### src/rtl/fb_video_pkg.sv
// Shared timing defaults, frame geometry and pipeline types for the frame-buffer video reader.
package fb_video_pkg;

    localparam int H_ACTIVE_DEF = 640;
    localparam int H_FP_DEF     = 16;
    localparam int H_SYNC_DEF   = 96;
    localparam int H_BP_DEF     = 48;
    localparam int V_ACTIVE_DEF = 480;
    localparam int V_FP_DEF     = 10;
    localparam int V_SYNC_DEF   = 2;
    localparam int V_BP_DEF     = 33;

    localparam int H_TOTAL         = H_ACTIVE_DEF + H_FP_DEF + H_SYNC_DEF + H_BP_DEF;
    localparam int V_TOTAL         = V_ACTIVE_DEF + V_FP_DEF + V_SYNC_DEF + V_BP_DEF;
    localparam int WORDS_PER_LINE  = H_ACTIVE_DEF / 4;
    localparam int WORDS_PER_FRAME = WORDS_PER_LINE * V_ACTIVE_DEF;
    localparam int PIPE_LAT        = 3;
    localparam int CNT_W           = 12;

    // Per-pixel side information travelling alongside the RAM read.
    typedef struct packed {
        logic       de;
        logic       hs;
        logic       vs;
        logic       fs;
        logic       en;
        logic       tp;
        logic [1:0] lane;
        logic [7:0] hx;
        logic [7:0] vy;
    } pix_ctl_t;

    function automatic logic [7:0] sel_byte(input logic [31:0] word, input logic [1:0] lane);
        logic [7:0] b;
        case (lane)
            2'd0:    b = word[7:0];
            2'd1:    b = word[15:8];
            2'd2:    b = word[23:16];
            default: b = word[31:24];
        endcase
        return b;
    endfunction

endpackage

### src/rtl/fb_video_reader_if.sv
// RAM read port plus video output bundle of the frame-buffer reader.
interface fb_video_reader_if #(parameter int ADDR_W = 17);

    logic [ADDR_W-1:0] ram_addr;
    logic [31:0]       ram_data;
    logic              enable;
    logic              test_pat;
    logic [7:0]        red;
    logic [7:0]        green;
    logic [7:0]        blue;
    logic              hsync;
    logic              vsync;
    logic              de;
    logic              frame_start;

    modport master (
        output ram_addr, red, green, blue, hsync, vsync, de, frame_start,
        input  ram_data, enable, test_pat
    );

    modport slave (
        input  ram_addr, red, green, blue, hsync, vsync, de, frame_start,
        output ram_data, enable, test_pat
    );

endinterface

### src/rtl/video_timing_gen.sv
// Raster counters with raw active-high active/hsync/vsync/frame-start flags for the current position.
module video_timing_gen
    import fb_video_pkg::*;
#(
    parameter int H_ACTIVE = H_ACTIVE_DEF,
    parameter int H_FP     = H_FP_DEF,
    parameter int H_SYNC   = H_SYNC_DEF,
    parameter int H_BP     = H_BP_DEF,
    parameter int V_ACTIVE = V_ACTIVE_DEF,
    parameter int V_FP     = V_FP_DEF,
    parameter int V_SYNC   = V_SYNC_DEF,
    parameter int V_BP     = V_BP_DEF
) (
    input  logic       clk_i,
    input  logic       rst_i,
    output logic [7:0] h_lo_o,
    output logic [7:0] v_lo_o,
    output logic       active_o,
    output logic       hsync_o,
    output logic       vsync_o,
    output logic       frame_start_o
);

    localparam logic [CNT_W-1:0] H_ACT_C  = CNT_W'(H_ACTIVE);
    localparam logic [CNT_W-1:0] H_SS_C   = CNT_W'(H_ACTIVE + H_FP);
    localparam logic [CNT_W-1:0] H_SE_C   = CNT_W'(H_ACTIVE + H_FP + H_SYNC);
    localparam logic [CNT_W-1:0] H_LAST_C = CNT_W'(H_ACTIVE + H_FP + H_SYNC + H_BP - 1);
    localparam logic [CNT_W-1:0] V_ACT_C  = CNT_W'(V_ACTIVE);
    localparam logic [CNT_W-1:0] V_SS_C   = CNT_W'(V_ACTIVE + V_FP);
    localparam logic [CNT_W-1:0] V_SE_C   = CNT_W'(V_ACTIVE + V_FP + V_SYNC);
    localparam logic [CNT_W-1:0] V_LAST_C = CNT_W'(V_ACTIVE + V_FP + V_SYNC + V_BP - 1);

    logic [CNT_W-1:0] h_q, h_d, v_q, v_d;

    always_ff @(posedge clk_i) begin
        if (rst_i) begin
            h_q <= '0;
            v_q <= '0;
        end else begin
            h_q <= h_d;
            v_q <= v_d;
        end
    end

    always_comb begin
        h_d = h_q + 1'b1;
        v_d = v_q;
        if (h_q == H_LAST_C) begin
            h_d = '0;
            v_d = (v_q == V_LAST_C) ? '0 : v_q + 1'b1;
        end
    end

    assign h_lo_o        = h_q[7:0];
    assign v_lo_o        = v_q[7:0];
    assign active_o      = (h_q < H_ACT_C) && (v_q < V_ACT_C);
    assign hsync_o       = (h_q >= H_SS_C) && (h_q < H_SE_C);
    assign vsync_o       = (v_q >= V_SS_C) && (v_q < V_SE_C);
    assign frame_start_o = (h_q == '0) && (v_q == '0);

endmodule

### src/rtl/fb_video_reader.sv
// Frame-buffer scan-out: raster timing, RAM word addressing, byte-lane select and aligned video outputs.
// Optional test pattern (h, v, h^v) is built in when FB_VIDEO_TEST_PATTERN_EN is defined.
module fb_video_reader
    import fb_video_pkg::*;
#(
    parameter int H_ACTIVE = H_ACTIVE_DEF,
    parameter int H_FP     = H_FP_DEF,
    parameter int H_SYNC   = H_SYNC_DEF,
    parameter int H_BP     = H_BP_DEF,
    parameter int V_ACTIVE = V_ACTIVE_DEF,
    parameter int V_FP     = V_FP_DEF,
    parameter int V_SYNC   = V_SYNC_DEF,
    parameter int V_BP     = V_BP_DEF,
    parameter int ADDR_W   = 17,
    parameter bit SYNC_ACT = 1'b0
) (
    input  logic              pixclk,
    input  logic              reset,
    fb_video_reader_if.master vid
);

    localparam int                WPF     = (H_ACTIVE / 4) * V_ACTIVE;
    localparam logic [ADDR_W-1:0] WP_LAST = ADDR_W'(WPF - 1);

    logic [7:0] h_lo, v_lo;
    logic       active, hs_raw, vs_raw, fs_raw;

    video_timing_gen #(
        .H_ACTIVE(H_ACTIVE), .H_FP(H_FP), .H_SYNC(H_SYNC), .H_BP(H_BP),
        .V_ACTIVE(V_ACTIVE), .V_FP(V_FP), .V_SYNC(V_SYNC), .V_BP(V_BP)
    ) u_timing (
        .clk_i         (pixclk),
        .rst_i         (reset),
        .h_lo_o        (h_lo),
        .v_lo_o        (v_lo),
        .active_o      (active),
        .hsync_o       (hs_raw),
        .vsync_o       (vs_raw),
        .frame_start_o (fs_raw)
    );

    logic [ADDR_W-1:0] wp_q, wp_d, wp_cur, addr_q;
    logic              en_frame_q, en_frame_d, tp_frame_q, tp_frame_d;
    pix_ctl_t          ctl_d;
    pix_ctl_t          ctl_q [PIPE_LAT-1];

    logic [7:0] red_q, red_d, green_q, green_d, blue_q, blue_d, pix;
    logic       hs_q, vs_q, de_q, fs_q;

    // Frame-level controls are latched at (0,0); that pixel already uses the new values.
    always_comb begin
        wp_cur     = fs_raw ? '0 : wp_q;
        wp_d       = wp_cur;
        if (active && (h_lo[1:0] == 2'd3) && (wp_cur != WP_LAST))
            wp_d = wp_cur + 1'b1;
        en_frame_d = fs_raw ? vid.enable : en_frame_q;
`ifdef FB_VIDEO_TEST_PATTERN_EN
        tp_frame_d = fs_raw ? vid.test_pat : tp_frame_q;
`else
        tp_frame_d = 1'b0;
`endif
        ctl_d      = '{de: active, hs: hs_raw, vs: vs_raw, fs: fs_raw, en: en_frame_d,
                       tp: tp_frame_d, lane: h_lo[1:0], hx: h_lo, vy: v_lo};
    end

`ifndef FB_VIDEO_TEST_PATTERN_EN
    logic unused_test_pat;
    assign unused_test_pat = vid.test_pat;
`endif

    // Last stage lines up with the registered RAM read data.
    always_comb begin
        pix     = sel_byte(vid.ram_data, ctl_q[PIPE_LAT-2].lane);
        red_d   = '0;
        green_d = '0;
        blue_d  = '0;
        if (ctl_q[PIPE_LAT-2].de && ctl_q[PIPE_LAT-2].en) begin
            if (ctl_q[PIPE_LAT-2].tp) begin
                red_d   = ctl_q[PIPE_LAT-2].hx;
                green_d = ctl_q[PIPE_LAT-2].vy;
                blue_d  = ctl_q[PIPE_LAT-2].hx ^ ctl_q[PIPE_LAT-2].vy;
            end else begin
                red_d   = pix;
                green_d = pix;
                blue_d  = pix;
            end
        end
    end

    always_ff @(posedge pixclk) begin
        if (reset) begin
            wp_q       <= '0;
            addr_q     <= '0;
            en_frame_q <= 1'b0;
            tp_frame_q <= 1'b0;
            for (int i = 0; i < PIPE_LAT - 1; i++) ctl_q[i] <= '0;
            red_q      <= '0;
            green_q    <= '0;
            blue_q     <= '0;
            hs_q       <= ~SYNC_ACT;
            vs_q       <= ~SYNC_ACT;
            de_q       <= 1'b0;
            fs_q       <= 1'b0;
        end else begin
            wp_q       <= wp_d;
            addr_q     <= wp_cur;
            en_frame_q <= en_frame_d;
            tp_frame_q <= tp_frame_d;
            ctl_q[0]   <= ctl_d;
            for (int i = 1; i < PIPE_LAT - 1; i++) ctl_q[i] <= ctl_q[i-1];
            red_q      <= red_d;
            green_q    <= green_d;
            blue_q     <= blue_d;
            hs_q       <= ctl_q[PIPE_LAT-2].hs ? SYNC_ACT : ~SYNC_ACT;
            vs_q       <= ctl_q[PIPE_LAT-2].vs ? SYNC_ACT : ~SYNC_ACT;
            de_q       <= ctl_q[PIPE_LAT-2].de;
            fs_q       <= ctl_q[PIPE_LAT-2].fs;
        end
    end

    assign vid.ram_addr    = addr_q;
    assign vid.red         = red_q;
    assign vid.green       = green_q;
    assign vid.blue        = blue_q;
    assign vid.hsync       = hs_q;
    assign vid.vsync       = vs_q;
    assign vid.de          = de_q;
    assign vid.frame_start = fs_q;

endmodule

### src/flat_wrapper.sv
// flat-port wrapper written by rule: the top's interface ports become plain ports
module fb_video_reader_flat import fb_video_pkg::*;
#(
    parameter int H_ACTIVE = H_ACTIVE_DEF,
    parameter int H_FP     = H_FP_DEF,
    parameter int H_SYNC   = H_SYNC_DEF,
    parameter int H_BP     = H_BP_DEF,
    parameter int V_ACTIVE = V_ACTIVE_DEF,
    parameter int V_FP     = V_FP_DEF,
    parameter int V_SYNC   = V_SYNC_DEF,
    parameter int V_BP     = V_BP_DEF,
    parameter int ADDR_W   = 17,
    parameter bit SYNC_ACT = 1'b0
)
  (pixclk, reset, vid_ram_addr, vid_red, vid_green, vid_blue, vid_hsync, vid_vsync, vid_de, vid_frame_start, vid_ram_data, vid_enable, vid_test_pat);
  fb_video_reader_if #(.ADDR_W(ADDR_W)) vid_i ();
  input  logic pixclk;
  input  logic reset;
  output wire logic [$bits(vid_i.ram_addr)-1:0] vid_ram_addr;
  output wire logic [$bits(vid_i.red)-1:0] vid_red;
  output wire logic [$bits(vid_i.green)-1:0] vid_green;
  output wire logic [$bits(vid_i.blue)-1:0] vid_blue;
  output wire logic [$bits(vid_i.hsync)-1:0] vid_hsync;
  output wire logic [$bits(vid_i.vsync)-1:0] vid_vsync;
  output wire logic [$bits(vid_i.de)-1:0] vid_de;
  output wire logic [$bits(vid_i.frame_start)-1:0] vid_frame_start;
  input wire logic [$bits(vid_i.ram_data)-1:0] vid_ram_data;
  input wire logic [$bits(vid_i.enable)-1:0] vid_enable;
  input wire logic [$bits(vid_i.test_pat)-1:0] vid_test_pat;
  assign vid_ram_addr = vid_i.ram_addr;
  assign vid_red = vid_i.red;
  assign vid_green = vid_i.green;
  assign vid_blue = vid_i.blue;
  assign vid_hsync = vid_i.hsync;
  assign vid_vsync = vid_i.vsync;
  assign vid_de = vid_i.de;
  assign vid_frame_start = vid_i.frame_start;
  assign vid_i.ram_data = vid_ram_data;
  assign vid_i.enable = vid_enable;
  assign vid_i.test_pat = vid_test_pat;
  fb_video_reader #(.H_ACTIVE(H_ACTIVE), .H_FP(H_FP), .H_SYNC(H_SYNC), .H_BP(H_BP), .V_ACTIVE(V_ACTIVE), .V_FP(V_FP), .V_SYNC(V_SYNC), .V_BP(V_BP), .ADDR_W(ADDR_W), .SYNC_ACT(SYNC_ACT)) u_core (.pixclk(pixclk), .reset(reset), .vid(vid_i));
endmodule
### config.mk
export PLATFORM = sky130hd
export DESIGN_NAME = fb_video_reader_flat
export DESIGN_NICKNAME = d
export VERILOG_FILES = /design/src/rtl/fb_video_pkg.sv /design/src/rtl/fb_video_reader_if.sv /design/src/rtl/video_timing_gen.sv /design/src/rtl/fb_video_reader.sv /design/src/flat_wrapper.sv
export SDC_FILE = /design/constraint.sdc
export NUM_CORES = 1
export LEC_CHECK = 0
export ABC_AREA = 1
export CAP_MARGIN = 20
export CORE_MARGIN = 3
export CORE_UTILIZATION = 35
export CTS_BUF_LIST = sky130_fd_sc_hd__clkbuf_8
export DETAILED_ROUTE_END_ITERATION = 12
export GPL_TIMING_DRIVEN = 1
export HOLD_SLACK_MARGIN = 0.05
export SLEW_MARGIN = 10
export SYNTH_ARGS = -nofsm -noshare
export SYNTH_HDL_FRONTEND = slang
export SYNTH_SLANG_ARGS = --single-unit
### constraint.sdc
create_clock -name pixclk -period 5.8 [get_ports pixclk]
set_input_delay 0.58 -clock pixclk [delete_from_list [all_inputs] [get_ports pixclk]]
set_output_delay 0.58 -clock pixclk [all_outputs]
set_load 0.02 [all_outputs]
* After elaboration in Yosys (flattened, before gate mapping)
Memory sizes are Yosys's and may differ from the RTL's.
Index checks and enable logic that the tools add are counted.
** Word-level totals
- Latch bits :: 0
- Input bits :: 36
- Output and inout bits :: 45
- Memories kept :: 1
- Word-level logic and storage cells :: 59
- ROM bits :: 0
- Register bits after elaboration :: 87
- RAM bits :: 48
** Memory list
- u_core.ctl_q :: words 2, bits a word 24, rd ports 2, clocked after Yosys merged registers in 0, write ports 2, line fb_video_reader.sv:45 : pix_ctl_t ctl_q [PIPE_LAT-1];
** Cells by class
- Magnitude comparators :: 6
- Muxes and demuxes :: 15
- Eq/ne operators :: 6
- Bitwise logic cells :: 4
- $mul :: 0
- Shifts and indexed selects :: 0
- Add/subtract/negate cells :: 3
- Reductions and logical operators :: 12
- Divide/modulo/power cells :: 0
** Operators by type and width (count)
- two-way mux 24 bit :: 2
- two-way mux 17 bit :: 2
- adder 12 x 1 -> 12 bit (second input constant) :: 2
- equality test 12 x 10 -> 1 bit (second input constant) :: 2
- logical NOT 12 bit :: 2
- less-than comparator 12 x 10 -> 1 bit (second input constant) :: 2
- less-than comparator 12 x 9 -> 1 bit (second input constant) :: 2
- two-way mux 8 bit :: 3
- case mux 8 bit (3 select lines) :: 1
- adder 17 x 1 -> 17 bit (second input constant) :: 1
- != test 17 bit (second input constant) :: 1
- greater-or-equal comparator 12 x 10 -> 1 bit (second input constant) :: 1
- greater-or-equal comparator 12 x 9 -> 1 bit (second input constant) :: 1
- two-way mux 12 bit :: 1
- XOR 8 bit :: 1
- logical AND 1 bit :: 7
- two-way mux 1 bit :: 6
- equality test 2 bit (second input constant) :: 2
- OR reduction 2 bit :: 2
- equality test 2 x 1 -> 1 bit (second input constant) :: 1
- logical NOT 2 bit :: 1
- bitwise OR 1 bit :: 2
- inverter 1 bit :: 1

* Logic depth before layout (Yosys ltp)
Gate-level depths: netlist of run 1.
- Word-level depth :: 6
- Mapped depth :: 22
- Mapped depth without buffers :: 20

* Cells and area by module
A second synthesis of run 1 with hierarchy kept.
** Second synthesis, totals
- Cell total of the unflattened synthesis :: 608
- Area total of the unflattened synthesis :: 4237.8 um^2
** By module, submodules not included
- fb_video_reader :: sequential area each 1201.2 um^2, cells each 368, area an instance 2670.1 um^2, times used 1
- video_timing_gen :: sequential area each 480.5 um^2, cells each 240, area an instance 1567.8 um^2, times used 1

* Worst setup path before layout of run 1
Ideal clock, no wire load.
- Path type :: reg2reg
- Start point :: reg u_core.u_timing.v_q[0]
- End point :: reg u_core.wp_q[10]
- Arrival time :: 2.393 ns
- Period minus slack after synthesis :: 2.508 ns
- Buffers on the path :: 2
- Required time :: 5.685 ns
- Setup slack :: 3.292 ns
- Stages on the path, launching flop included :: 21
- Setup time :: 0.115 ns
- Path through :: dfxtp_1 > inv_1 > ha_1 > nand2_1 > inv_1 > nand2_1 > nor2_2 > nand3_2 > buf_6 > buf_2 > nand2_1 > inv_1 > ha_1 > nand2_1 > inv_1 > nand3_1 > nor2_4 > nand2_1 > nor2_2 > a21oi_1 > o21a_1
** Between the ends
- Word-level cells in the longest chain between the ends :: 6
- Elaborated cells on any way between the ends :: 10
- Classes of those cells :: add/sub (1); order compare (1); eq/ne (1); mux (2); reduce/logical (5)
** Ends and longest elaborated chain
- start, declared :: line video_timing_gen.sv:33 : logic [CNT_W-1:0] h_q, h_d, v_q, v_d;
- start signal, assigned :: line video_timing_gen.sv:41 : v_q <= v_d;
- logical NOT 12 bit (*) :: line video_timing_gen.sv:59 : assign frame_start_o = (h_q == '0) && (v_q == '0);
- logical AND 1 bit (*) :: line video_timing_gen.sv:59
- two-way mux 17 bit (*) :: line fb_video_reader.sv:52 : wp_cur = fs_raw ? '0 : wp_q;
- named net u_core.wp_cur[0] :: line fb_video_reader.sv:42 : logic [ADDR_W-1:0] wp_q, wp_d, wp_cur, addr_q;
- branches (longest 2 deep; another with adder 17 x 1 -> 17 bit)
- two-way mux 17 bit (*) :: line fb_video_reader.sv:54 : if (active && (h_lo[1:0] == 2'd3) && (wp_cur != WP_LAST))
- end signal, assigned :: line fb_video_reader.sv:105 : wp_q <= wp_d;
- end, declared :: line fb_video_reader.sv:42
Mark *: on every way through the listed nets, which the timed path passes.
A chain may end at the register's enable or synchronous reset.

* Final worst setup path of run 1
- Start point :: reg u_core.u_timing.v_q[1]
- End point :: reg u_core.wp_q[8]
The elaborated chain is that of the path after synthesis.

==> metrics, run 1 <==
# fillers=1,043; Critical Path AT=3340 ps; Synth Instances=526; Critical Path Source=u_core.u_timing.v_q[1]; PortBufs=79; Synth Cell Area=3870 µm²; TritonRoute pass-1 iters=7; CTS Hold Bufs=0; vias=3,420; r2r endpoint=u_core.wp_q[8]; Final ANT Viol Nets=0; setup total negative slack=0 ps; Slew headroom=0.589; Avg Cell Area, Syn=7.35 µm²; run status=finished, final reports clean; Flop pwr share=0.519; Yosys Warn Count=0; crit path kind=flip-flop to flip-flop; placer's final routability congestion estimate=0.827; Hold Path Origin=u_core.ctl_q[0][46]; placed insts=around 710; worst reg2reg path depth=20; most frequent cells in the layout=nand2_1 (88), dfxtp_1 (84), nor2_1 (81); Area growth syn-to-layout=25.7%; cell area after layout=4860 µm²; largest cells by area after synthesis=dfxtp_1 (43%), nand2_1 (8.5%), nor2_1 (7.9%), inv_1 (6.8%), nand3_1 (5.3%); clock sinks=84; ratio of cells with drive above 1 in the final layout=0.0860; Slew @ Worst Pin=616 ps; worst r2r src=u_core.u_timing.v_q[1]; average wire per standard cell=12.0 µm; Die Area=approximately 12,000 µm²; Worst setup EP type=flip-flop; final wirelength=8760 µm; leading cell type in the layout, fill and taps excluded=nand2_1; largest net degree at the start of global routing=40; Hold Vio Cnt, Final=0; Area after DPL=4640 µm²; Remaining Overflow, GRT=0; TritonCTS Buffers=9; RSZ-0062 raised after global routing=no; Hold WC Path Type=flip-flop to flip-flop; GRT Total Usage=0.143; fmax=324 MHz; initial antenna violation count=0; number of global-route vias before repair=3,163; Synth Register Bits=84; first-pass GRT wire length=14,600 µm; Yosys cell types=41; final core area utilization=0.461; n_diodes=0; internal cell power=between 0.8 and 0.9 mW; die height=111 µm; std cell rows=37; post-cts sizing count=0; area of the multi-input gates=1720 µm²; # Max-Cap Violations=0; final max-slew violation count=0; CTS HTree Levels=3; Setup crit start kind=flip-flop; Async SR Flop Fraction=0; Cell Count, Final, Fillers Out=729; Tmin final=3090 ps; Initial Util=0.367; Die W=111 µm; Synth top area share=0.435; maximum VDD drop=0.122 mV; Reg clk slew, reported paths=90 ps; Static Leak=2.02 nW; Longest Clk Path Bufs=2; DR DRC count=0; Logic pwr share=0.070; final worst-path cycle share=0.533; number of synthesized flops with an enable pin=0; sequential share of the synthesized area=0.435; area leader, netlist=dfxtp_1; setup bufs post-CTS=0; CTS tree=yes; DR iter-0 viols=102; drt via density=4.69; Register Area=1680 µm²; CP Data Required Time=6050 ps; Switch Pwr=0.259 mW; Final setup viols=0; Synth Net Count=567; Clk pwr share=0.411; Synth Flop Type=dfxtp_1; CP max FO=24; Std-Cell Core Area=approximately 11,000 µm²; switching part of the total=0.228; skew final=8.81 ps; Root Buffer=clkbuf_8; R2R Setup Slk=2710 ps; P per Cell Area=233 nW/µm²; Worst-Skew Late Latency=between 300 and 400 ps; Worst Setup EP=u_core.wp_q[8]; Final nets=~630; HPWL Detailed=about 6400 µm; IO Pins=81
-- flip-flops by register name (all words and copies together) (netlist names) --
name and flops:
u_core.vid.hsync 1, u_core.vid.ram_addr 17, u_core.vid.blue 8, u_core.vid.vsync 1, u_core.wp_q 17, u_core.vid.de 1, u_core.u_timing.v_q 12, u_core.u_timing.h_q 12
u_core.vid.frame_start 1, u_core.ctl_q 14
-- logic make-up (layout without fill, tap and decap cells) --
| logic type | after synthesis | after routing | synth area share |
|---|---|---|---|
| flops | 84 | 84 | 0.435 |
| xor+xnor | 5 | 5 | 0.0113 |
| simple gates | 274 | 274 | 0.333 |
| fa+ha+maj | 5 | 5 | 0.0162 |
| compound gates | 56 | 56 | 0.0831 |
| buf+inv | 102 | 169 | 0.122 |
-- synthesized netlist by cell type, types with 4 or more instances --
library cell	n
clkbuf_1	6
nand4_1	9
buf_4	17
nor4_1	5
nor3b_1	4
o21ai_0	20
inv_1	70
nand3_2	4
o211ai_1	9
dfxtp_1	84
a21oi_1	19
nand2_1	88
nor3_1	7
nor2_1	81
ha_1	5
nand3_1	41
nand2_2	5
nor2_2	14
-- metal layers --
metal	wire, µm	vias to the layer above	GRT usage
met1	4050	1537	0.175
met2	4110	78	0.239
met5	0	-	0
met3	396	18	0.0322
met4	206	0	0.0641
li1	-	1787	-
-- power by group through the flow --
stage                     sequential (mW)  clock (mW)  combinational (mW)
after floorplan                     0.602           0              0.0455
after global placement              0.603           0              0.0790
after detailed placement            0.603           0              0.0805
after CTS                           0.589       0.483              0.0808
after global routing                0.590       0.509              0.0889
final                               0.589       0.466              0.0798
-- worst max-delay path, cell delays in order, from the launching register on --
cell     delay, ps
dfxtp_1        330
inv_1          100
ha_1           200
nand2_1         60
inv_1           50
nand2_1         50
nor2_2          90
nand3_2        480
nand2_1        310
inv_1           90
ha_1           230
nand2_1         70
inv_1           40
nand3_1        140
nor2_4          80
nand3_2        190
nand2_2        160
inv_2          130
nand2_1         60
nand2_1         50
nor2_1          60
-- stage by stage --
step / setup WS (ps) / power (mW) / hold slack (ps)
3_3_place_gp: 2440 / 0.682 / 360
4_1_cts: 2690 / 1.15 / 384
6_report: 2710 / 1.13 / 379
3_5_place_dp: 2420 / 0.683 / 364
2_1_floorplan: 3290 / 0.648 / 352
5_1_grt: 2350 / 1.19 / 410
-- layout make-up --
| class | count | area share |
|---|---|---|
| Clock buffer | 10 | 0.0283 |
| Multi-Input combinational cell | 340 | 0.353 |
| Inverter | 73 | 0.0563 |
| Sequential cell | 84 | 0.346 |
| Tap cell | 136 | 0.0350 |
| Timing Repair Buffer | 80 | 0.164 |
| Clock inverter | 6 | 0.0177 |
-- worst min path at each step --
stage,end,cells past startpoint
after floorplan,u_core.vid.hsync,1
after global placement,u_core.vid.hsync,1
after detailed placement,u_core.vid.hsync,1
after CTS,u_core.vid.hsync,1
after global routing,u_core.vid.vsync,1
final,u_core.vid.hsync,1
Power figures use the tool's default switching activity.
==> run 2, diff against run 1 <==
- clock period: 5.8 -> 3 ns (I/O delays scaled with it)
==> run 2 against run 1 <==
Sequential power increased by 94%. Sequential share of layout area rose by 0.18 points. Non-clock buffer count up 3. Clock skew up 3.9 ps. Utilization is 0.24 points lower. Register-to-register slack got worse by 2300 ps. Die area stayed put. Hold slack lost 0.56 ps. Clock power is 57% higher. Wire length decreased by 1.7%. Count of clock-buffer cells in the layout unchanged. Largest cell class unchanged. Highest routed layer unchanged.
==> metrics, run 2 (same netlist as run 1, synthesis figures left out) <==
run status=finished, final reports clean; RSZ-0062 raised after global routing=no; crit path kind=flip-flop to flip-flop; DR DRC count=0; Final nets=632; std cell rows=37; placer's final routability congestion estimate=roughly 0.85; Final ANT Viol Nets=0; Hold WC Path Type=flip-flop to flip-flop; Remaining Overflow, GRT=0; Tmin final=2550 ps; Slew @ Worst Pin=539 ps; CP max FO=11; worst reg2reg path depth=19; PortBufs=around 80; TritonCTS Buffers=9; first-pass GRT wire length=14,500 µm; number of global-route vias before repair=between 3,000 and 4,000; Register Area=1680 µm²; Longest Clk Path Bufs=2; ratio of cells with drive above 1 in the final layout=0.0889; Hold Path Origin=u_core.ctl_q[0][46]; Logic pwr share=0.079; Std-Cell Core Area=about 11,000 µm²; die height=111 µm; Critical Path Source=u_core.u_timing.v_q[0]; CP Data Required Time=3230 ps; fmax=392 MHz; Static Leak=2.02 nW; largest net degree at the start of global routing=39; GRT Total Usage=0.143; clock sinks=84; average wire per standard cell=11.8 µm; Flop pwr share=0.561; Setup crit start kind=flip-flop; IO Pins=81; final max-slew violation count=0; post-cts sizing count=0; HPWL Detailed=approximately 6400 µm; Worst setup EP type=flip-flop; maximum VDD drop=0.192 mV; Clk pwr share=0.360; Die Area=12,400 µm²; Area growth syn-to-layout=25.1%; switching part of the total=0.248; DR iter-0 viols=~180; # fillers=1,059; hold path cells=1; Final setup viols=0; # Max-Cap Violations=0; n_diodes=0; Reg clk slew, reported paths=80 ps; Area after DPL=~4700 µm²; r2r endpoint=u_core.wp_q[1]; setup bufs post-CTS=0; WHS Endpoint=u_core.vid.hsync; CTS HTree Levels=3; leading cell type in the layout, fill and taps excluded=nand2_1; R2R Setup Slk=450 ps; CTS tree=yes; Root Buffer=clkbuf_8; Worst-Skew Late Latency=370 ps; initial antenna violation count=0; final wirelength=8610 µm; cell area after layout=4840 µm²; Hold Vio Cnt, Final=0; setup total negative slack=0 ps; internal cell power=approximately 1.5 mW; final worst-path cycle share=0.851; Slew headroom=0.640; area of the multi-input gates=1720 µm²; P per Cell Area=roughly 420 nW/µm²; Initial Util=0.367; skew final=12.7 ps; CTS Hold Bufs=0; vias=between 3,000 and 4,000; Switch Pwr=0.503 mW; worst r2r src=u_core.u_timing.v_q[0]; TritonRoute pass-1 iters=4; drt via density=4.67; most frequent cells in the layout=nand2_1 (88), dfxtp_1 (84), nor2_1 (81); Die W=111 µm; Critical Path AT=around 2800 ps
==> run 2: cell types whose count changed in the layout (fill, tap and decap cells not counted) <==
cell / delta
clkinv_4: +1
buf_4: +3
inv_1: +1
bufinv_16: -2
==> run 2: layer usage <==
| metal | up-vias | wire length, µm | track usage |
|---|---|---|---|
| met2 | 66 | 4090 | 0.235 |
| met1 | 1545 | 4050 | 0.178 |
| li1 | 1798 | - | - |
| met5 | - | 0 | 0 |
| met3 | 9 | 343 | 0.0426 |
| met4 | 0 | 131 | 0.0503 |
==> run 2: layout make-up <==
class | instances | area share
tap | 136 | 0.0352
clock inverter | 6 | 0.00801
clock buffer | 10 | 0.0284
timing repair buffer | 83 | 0.170
sequential | 84 | 0.347
inverter | 73 | 0.0566
multi-input combinational | 340 | 0.355
==> run 2: power by group through the flow <==
| stage | clock network [mW] | logic [mW] | registers, mW |
|---|---|---|---|
| after floorplan | 0 | 0.0880 | 1.16 |
| after global placement | 0 | 0.158 | 1.16 |
| after detailed placement | 0 | 0.159 | 1.17 |
| after CTS | 0.765 | 0.161 | 1.14 |
| after global routing | 0.816 | 0.177 | 1.14 |
| final | 0.732 | 0.159 | 1.14 |
==> run 2: worst max-delay path by stage <==
stage	end
global route	u_core.wp_q[8]
detailed placement	u_core.wp_q[1]
finish	u_core.wp_q[1]
floorplan	u_core.wp_q[10]
global placement	u_core.wp_q[1]
CTS	u_core.wp_q[1]
==> run 2: stage by stage <==
stage | utilization | hold WS [ps] | setup slack, ps | instances | power, mW
after detailed placement | 0.442 | 363 | 444 | 716 | 1.32
final | 0.459 | 378 | 446 | 732 | 2.03
after global placement | 0.442 | 356 | 532 | 716 | 1.32
after CTS | 0.459 | 383 | 427 | 732 | 2.07
after global routing | 0.459 | 393 | 133 | 732 | 2.13
after floorplan | - | 352 | 492 | 526 | 1.25
==> run 2: worst max-delay path, cell delays in order, from the launching register on <==
cell and delay (ps):
dfxtp_1 400, inv_1 60, ha_1 230, nand2_1 60, inv_1 30, nand2_1 60, nor2_2 40, nand3_2 110
nand2_1 100, inv_1 80, ha_1 190, nand2_1 60, inv_1 60, nand3_1 160, nor2_4 190, nand3_2 210
nand2_2 210, inv_2 70, nand2_1 60, a21oi_1 60
==> run 3, diff against run 2 <==
- PLACE_DENSITY_LB_ADDON: unset -> 0.15
==> run 3 against run 2 <==
Utilization up 0.34 points. Fmax decreased by 2.5%. Power rose by 5.7%. Critical path depth unchanged. Wire length is 2.3% lower. Global-route usage decreased by 0.43 points. Combinational power about the same. Final area increased by 0.75%. Sequential power about the same. Critical endpoint is now u_core.wp_q[16].
==> metrics, run 3 (same netlist as run 1, synthesis figures left out) <==
skew final=about 10 ps; TritonCTS Buffers=9; switching part of the total=0.225; RSZ-0062 raised after global routing=no; Area after DPL=4660 µm²; crit path max-delay cell type=dfxtp_1; crit path kind=flip-flop to flip-flop; P per Cell Area=440 nW/µm²; Switch Pwr=approximately 0.48 mW; Clk pwr share=0.395; CP max FO=9; Worst-Skew Late Latency=about 350 ps; grt met2 use=0.242; # Max-Cap Violations=0; # fillers=1,080; CTS Hold Bufs=0; Std-Cell Core Area=10,600 µm²; Crit path max-delay family=simple AND/OR/NAND/NOR gates; GR Util met1=0.167; initial antenna violation count=0; CTS tree=yes; Tot Pwr=around 2.1 mW; DR iter-0 viols=121; Slew @ Worst Pin=~550 ps; maximum VDD drop=approximately 0.26 mV; die height=111 µm; Initial Util=0.367; Final setup viols=0; GRT Total Usage=0.139; Remaining Overflow, GRT=0; Die Area=12,400 µm²; fmax=382 MHz; number of global-route vias before repair=3,105; ratio of cells with drive above 1 in the final layout=0.0874; average wire per standard cell=around 12 µm; cell area after layout=4880 µm²; Die W=111 µm; Crit path largest cell delay=410 ps; R2R Setup Slk=around 380 ps; most frequent cells in the layout=nand2_1 (88), dfxtp_1 (84), nor2_1 (81); Hold WS=376 ps; Critical Path AT=2860 ps; Longest Clk Path Bufs=2; PortBufs=roughly 80; Register Area=1680 µm²; gr busiest metal=met2; Final ANT Viol Nets=0; final wirelength=between 8000 and 9000 µm; n_diodes=0; Worst setup EP type=flip-flop; Hold Vio Cnt, Final=0; critical-path cell list=inv_1, ha_1, nand2_1, inv_1, nand2_1, nor2_2, nand3_2, nand2_1, inv_1, ha_1, nand2_1, inv_1, nand3_1, nor2_4, nand2_1, nor2_2, nand3_1, nand2_1, nor2_1; Root Buffer=clkbuf_8; Top cell by count, worst path=nand2_1; internal cell power=~1.7 mW; post-cts sizing count=0; final max-slew violation count=0; setup total negative slack=0 ps; Tmin final=2620 ps; CP Data Required Time=3240 ps; leading cell type in the layout, fill and taps excluded=nand2_1; clock sinks=84; crit path buf inv count=4; Setup crit start kind=flip-flop; largest net degree at the start of global routing=39; Reg clk slew, reported paths=around 80 ps; vias=~3,400; IO Pins=just over 80; drt via density=4.61; TritonRoute pass-1 iters=4; Flop pwr share=0.531; CTS HTree Levels=3; DR DRC count=0; setup bufs post-CTS=0; run status=finished, final reports clean; first-pass GRT wire length=around 14,000 µm; HPWL Detailed=6360 µm; Logic pwr share=0.074; std cell rows=37; Hold WC Path Type=flip-flop to flip-flop; Final nets=632; Slew headroom=0.635; placer's final routability congestion estimate=0.855; Static Leak=2.03 nW; area of the multi-input gates=1720 µm²; Area growth syn-to-layout=26.0%; final worst-path cycle share=0.873; GR Layer Usage met3=0.0415
## run 3: changes by cell type in the layout (fill, tap and decap cells not counted), sizes merged
cell / change
clkbuf: -1
bufinv: +2
clkinv: -1
inv: -1
## run 3: power by group through the flow
stage,logic (mW),registers [mW],clock network [mW]
finish,0.159,1.14,0.848
global route,0.177,1.14,0.909
CTS,0.161,1.14,0.870
detailed placement,0.160,1.17,0
global placement,0.158,1.16,0
floorplan,0.0880,1.16,0
## run 3: path summary, 6_finish.rpt
kind                 endpoint                   start  cells after the start
min          u_core.vid.hsync     u_core.ctl_q[0][46]                      1
max           u_core.wp_q[16]  u_core.u_timing.v_q[0]                     19
min reg2reg  u_core.vid.hsync     u_core.ctl_q[0][46]                      1
max reg2reg   u_core.wp_q[16]  u_core.u_timing.v_q[0]                     19
## run 3: worst register-to-register path, stage by stage (launching register included)
cell and delay (ps):
dfxtp_1 410, inv_1 60, ha_1 220, nand2_1 60, inv_1 40, nand2_1 60, nor2_2 40, nand3_2 170
nand2_1 130, inv_1 100, ha_1 190, nand2_1 60, inv_1 50, nand3_1 140, nor2_4 200, nand2_1 140
nor2_2 230, nand3_1 110, nand2_1 70, nor2_1 40
## run 3: final cells by class
class	instances	area share
repair buffers	83	0.168
clock inverters	6	0.0167
flip-flops and latches	84	0.345
inverters	73	0.0562
multi-input cells	340	0.354
clock buffers	9	0.0254
well taps	136	0.0349
## run 3: per-stage QoR
step,std cells,setup WS [ps],utilization
2_1_floorplan,526,492,-
3_3_place_gp,716,421,0.442
3_5_place_dp,716,365,0.442
4_1_cts,731,337,0.461
5_1_grt,731,52.4,0.462
6_report,731,381,0.462
## run 3: layer usage
metal  vias up  routed length (µm)
li1       1789                   -
met1      1517                3880
met2        55                4100
met3        11                 337
met4         0                 102
met5         -                   0
==> RTL change: new RTL, flow settings as in run 1 <==
`SYNC_ACT` is set to 1'b0 in 2 places; all go to 1'b1.
--- a/src/rtl/fb_video_reader.sv
+++ b/src/rtl/fb_video_reader.sv
@@ -12,7 +12,7 @@
     parameter int V_SYNC   = V_SYNC_DEF,
     parameter int V_BP     = V_BP_DEF,
     parameter int ADDR_W   = 17,
-    parameter bit SYNC_ACT = 1'b0
+    parameter bit SYNC_ACT = 1'b1
 ) (
     input  logic              pixclk,
     input  logic              reset,
--- a/src/flat_wrapper.sv
+++ b/src/flat_wrapper.sv
@@ -10,7 +10,7 @@
     parameter int V_SYNC   = V_SYNC_DEF,
     parameter int V_BP     = V_BP_DEF,
     parameter int ADDR_W   = 17,
-    parameter bit SYNC_ACT = 1'b0
+    parameter bit SYNC_ACT = 1'b1
 )
   (pixclk, reset, vid_ram_addr, vid_red, vid_green, vid_blue, vid_hsync, vid_vsync, vid_de, vid_frame_start, vid_ram_data, vid_enable, vid_test_pat);
   fb_video_reader_if #(.ADDR_W(ADDR_W)) vid_i ();
Check against the original RTL: not equivalent (Yosys sat finds a counterexample within 4 cycles, from zero or initial values and one cycle with reset high).
==> RTL change against run 1 <==
Sequential cell count is the same; core utilization is essentially flat; design area grew 0.51%; non-clock buffer count is the same; wire length shrank 0.79%; power shrank 4.1%; count of clock-buffer cells in the layout is the same; synthesized cell count grew 1.5%; combinational power grew 5.1%; synthesized area grew 1.2%; first-iteration DRC count grew 90%; setup slack gained 160 ps; critical path type unchanged; largest cell class unchanged; largest power group unchanged.
==> RTL change: results (changes against run 1) <==
Logic synthesis
  – Top cells by count, synth: 93 x nand2_1, 90 x nor2_1, 84 x dfxtp_1
  – Synth area leaders: dfxtp_1 43%, nand2_1 8.9%, nor2_1 8.6%, inv_1 6.1%, nand3_1 5.1%

Finish
  – Fraction of layout cells with a size suffix above 1: 0.0947 (+0.00868)
  – Layout Cells excl Fill: 738 (+1.2%)
  – # nets final: 638 (+1.4%)
  – Final instance area: 0.00489 mm² (+0.51%)

Placement
  – Placed Area: 0.00469 mm² (+1.0%)
  – Placed insts: 722 (+1.3%)

Setup path
  – Slowest cell on crit path: dfxtp_1
  – R2r setup slk: 2870 ps (+160 ps)
  – Reg2reg end: u_core.wp_q[5]
  – Crit path DAT: 3210 ps (-130 ps)
  – CP max FO: 27 (+13%)
  – Reg-to-reg startpoint: u_core.u_timing.v_q[0]

Power
  – Cell Pwr Density: 223 mW/mm² (-4.6%)
  – P_int: 0.000834 W (-4.8%)
  – Worst vdd ir: 0.000129 V (+5.6%)
  – Seq pwr: 0.000590 W (about the same)

Timing
  – Final hold slack: 394 ps (+15.3 ps)
  – Clock skew: 11.8 ps (+2.97 ps)
  – Max-slew headroom: 0.601 (+0.0123)

Drt
  – TritonRoute pass-1 iters: 4 (-3)
  – DRT iter0 DRCs: 194 (+90%)

Worst hold path
  – Hold path depth: 2 (+1)

Outcome
  – Status: completed

GRT
  – Global-route wire length before repair: 14.9 mm (+1.8%)
  – All-Layer GR Usage: 0.142 (-0.000502)
==> RTL change: cell types whose count changed in the layout (fill, tap and decap cells not counted), moves of 3 or more <==
cell | run 1 | this run
o21ai_0 | 20 | 17
clkinv_4 | 0 | 3
nand2_1 | 88 | 93
nor3_1 | 7 | 10
nand2_2 | 5 | 8
nand3_4 | 0 | 3
nor2_1 | 81 | 90
inv_1 | 70 | 65
inv_2 | 2 | 7
==> RTL change: worst max-delay path by stage <==
stage / startpoint / to / slack [ps]
2_1_floorplan: u_core.u_timing.v_q[0] / u_core.wp_q[7] / 3370
3_3_place_gp: u_core.u_timing.h_q[0] / u_core.wp_q[1] / 2950
3_5_place_dp: u_core.u_timing.h_q[0] / u_core.wp_q[5] / 2900
4_1_cts: u_core.u_timing.h_q[0] / u_core.wp_q[5] / 2860
5_1_grt: u_core.u_timing.v_q[0] / u_core.wp_q[5] / 2520
6_report: u_core.u_timing.v_q[0] / u_core.wp_q[5] / 2870
==> RTL change: worst max-delay path: cells and delay by family, from the launching register on <==
family                   cells  cell delay (ps)
adder cells (fa/ha/maj)      2              400
AO/OA/AOI/OAI                1              140
buffers and inverters        4              320
AND/OR/NAND/NOR             11             1620
flip-flops                   1              370
==> RTL change: cell families after synthesis <==
family / synth area share
adder cells (fa/ha/maj): 0.0160
flip-flops: 0.430
XOR/XNOR: 0.00671
AND/OR/NAND/NOR: 0.340
buffers and inverters: 0.119
AO/OA/AOI/OAI: 0.0882
==> RTL change: final cells by class <==
type,count,share of cell area
multi-input combinational,350,0.361
sequential,84,0.344
timing repair buffer,80,0.163
inverter,72,0.0553
tap,136,0.0348
clock buffer,10,0.0281
clock inverter,6,0.0133
==> RTL change: layer usage <==
layer  track usage  wire, µm
met1         0.191      4200
met3        0.0402       402
met5             0         0
met2         0.228      4020
met4        0.0316        63
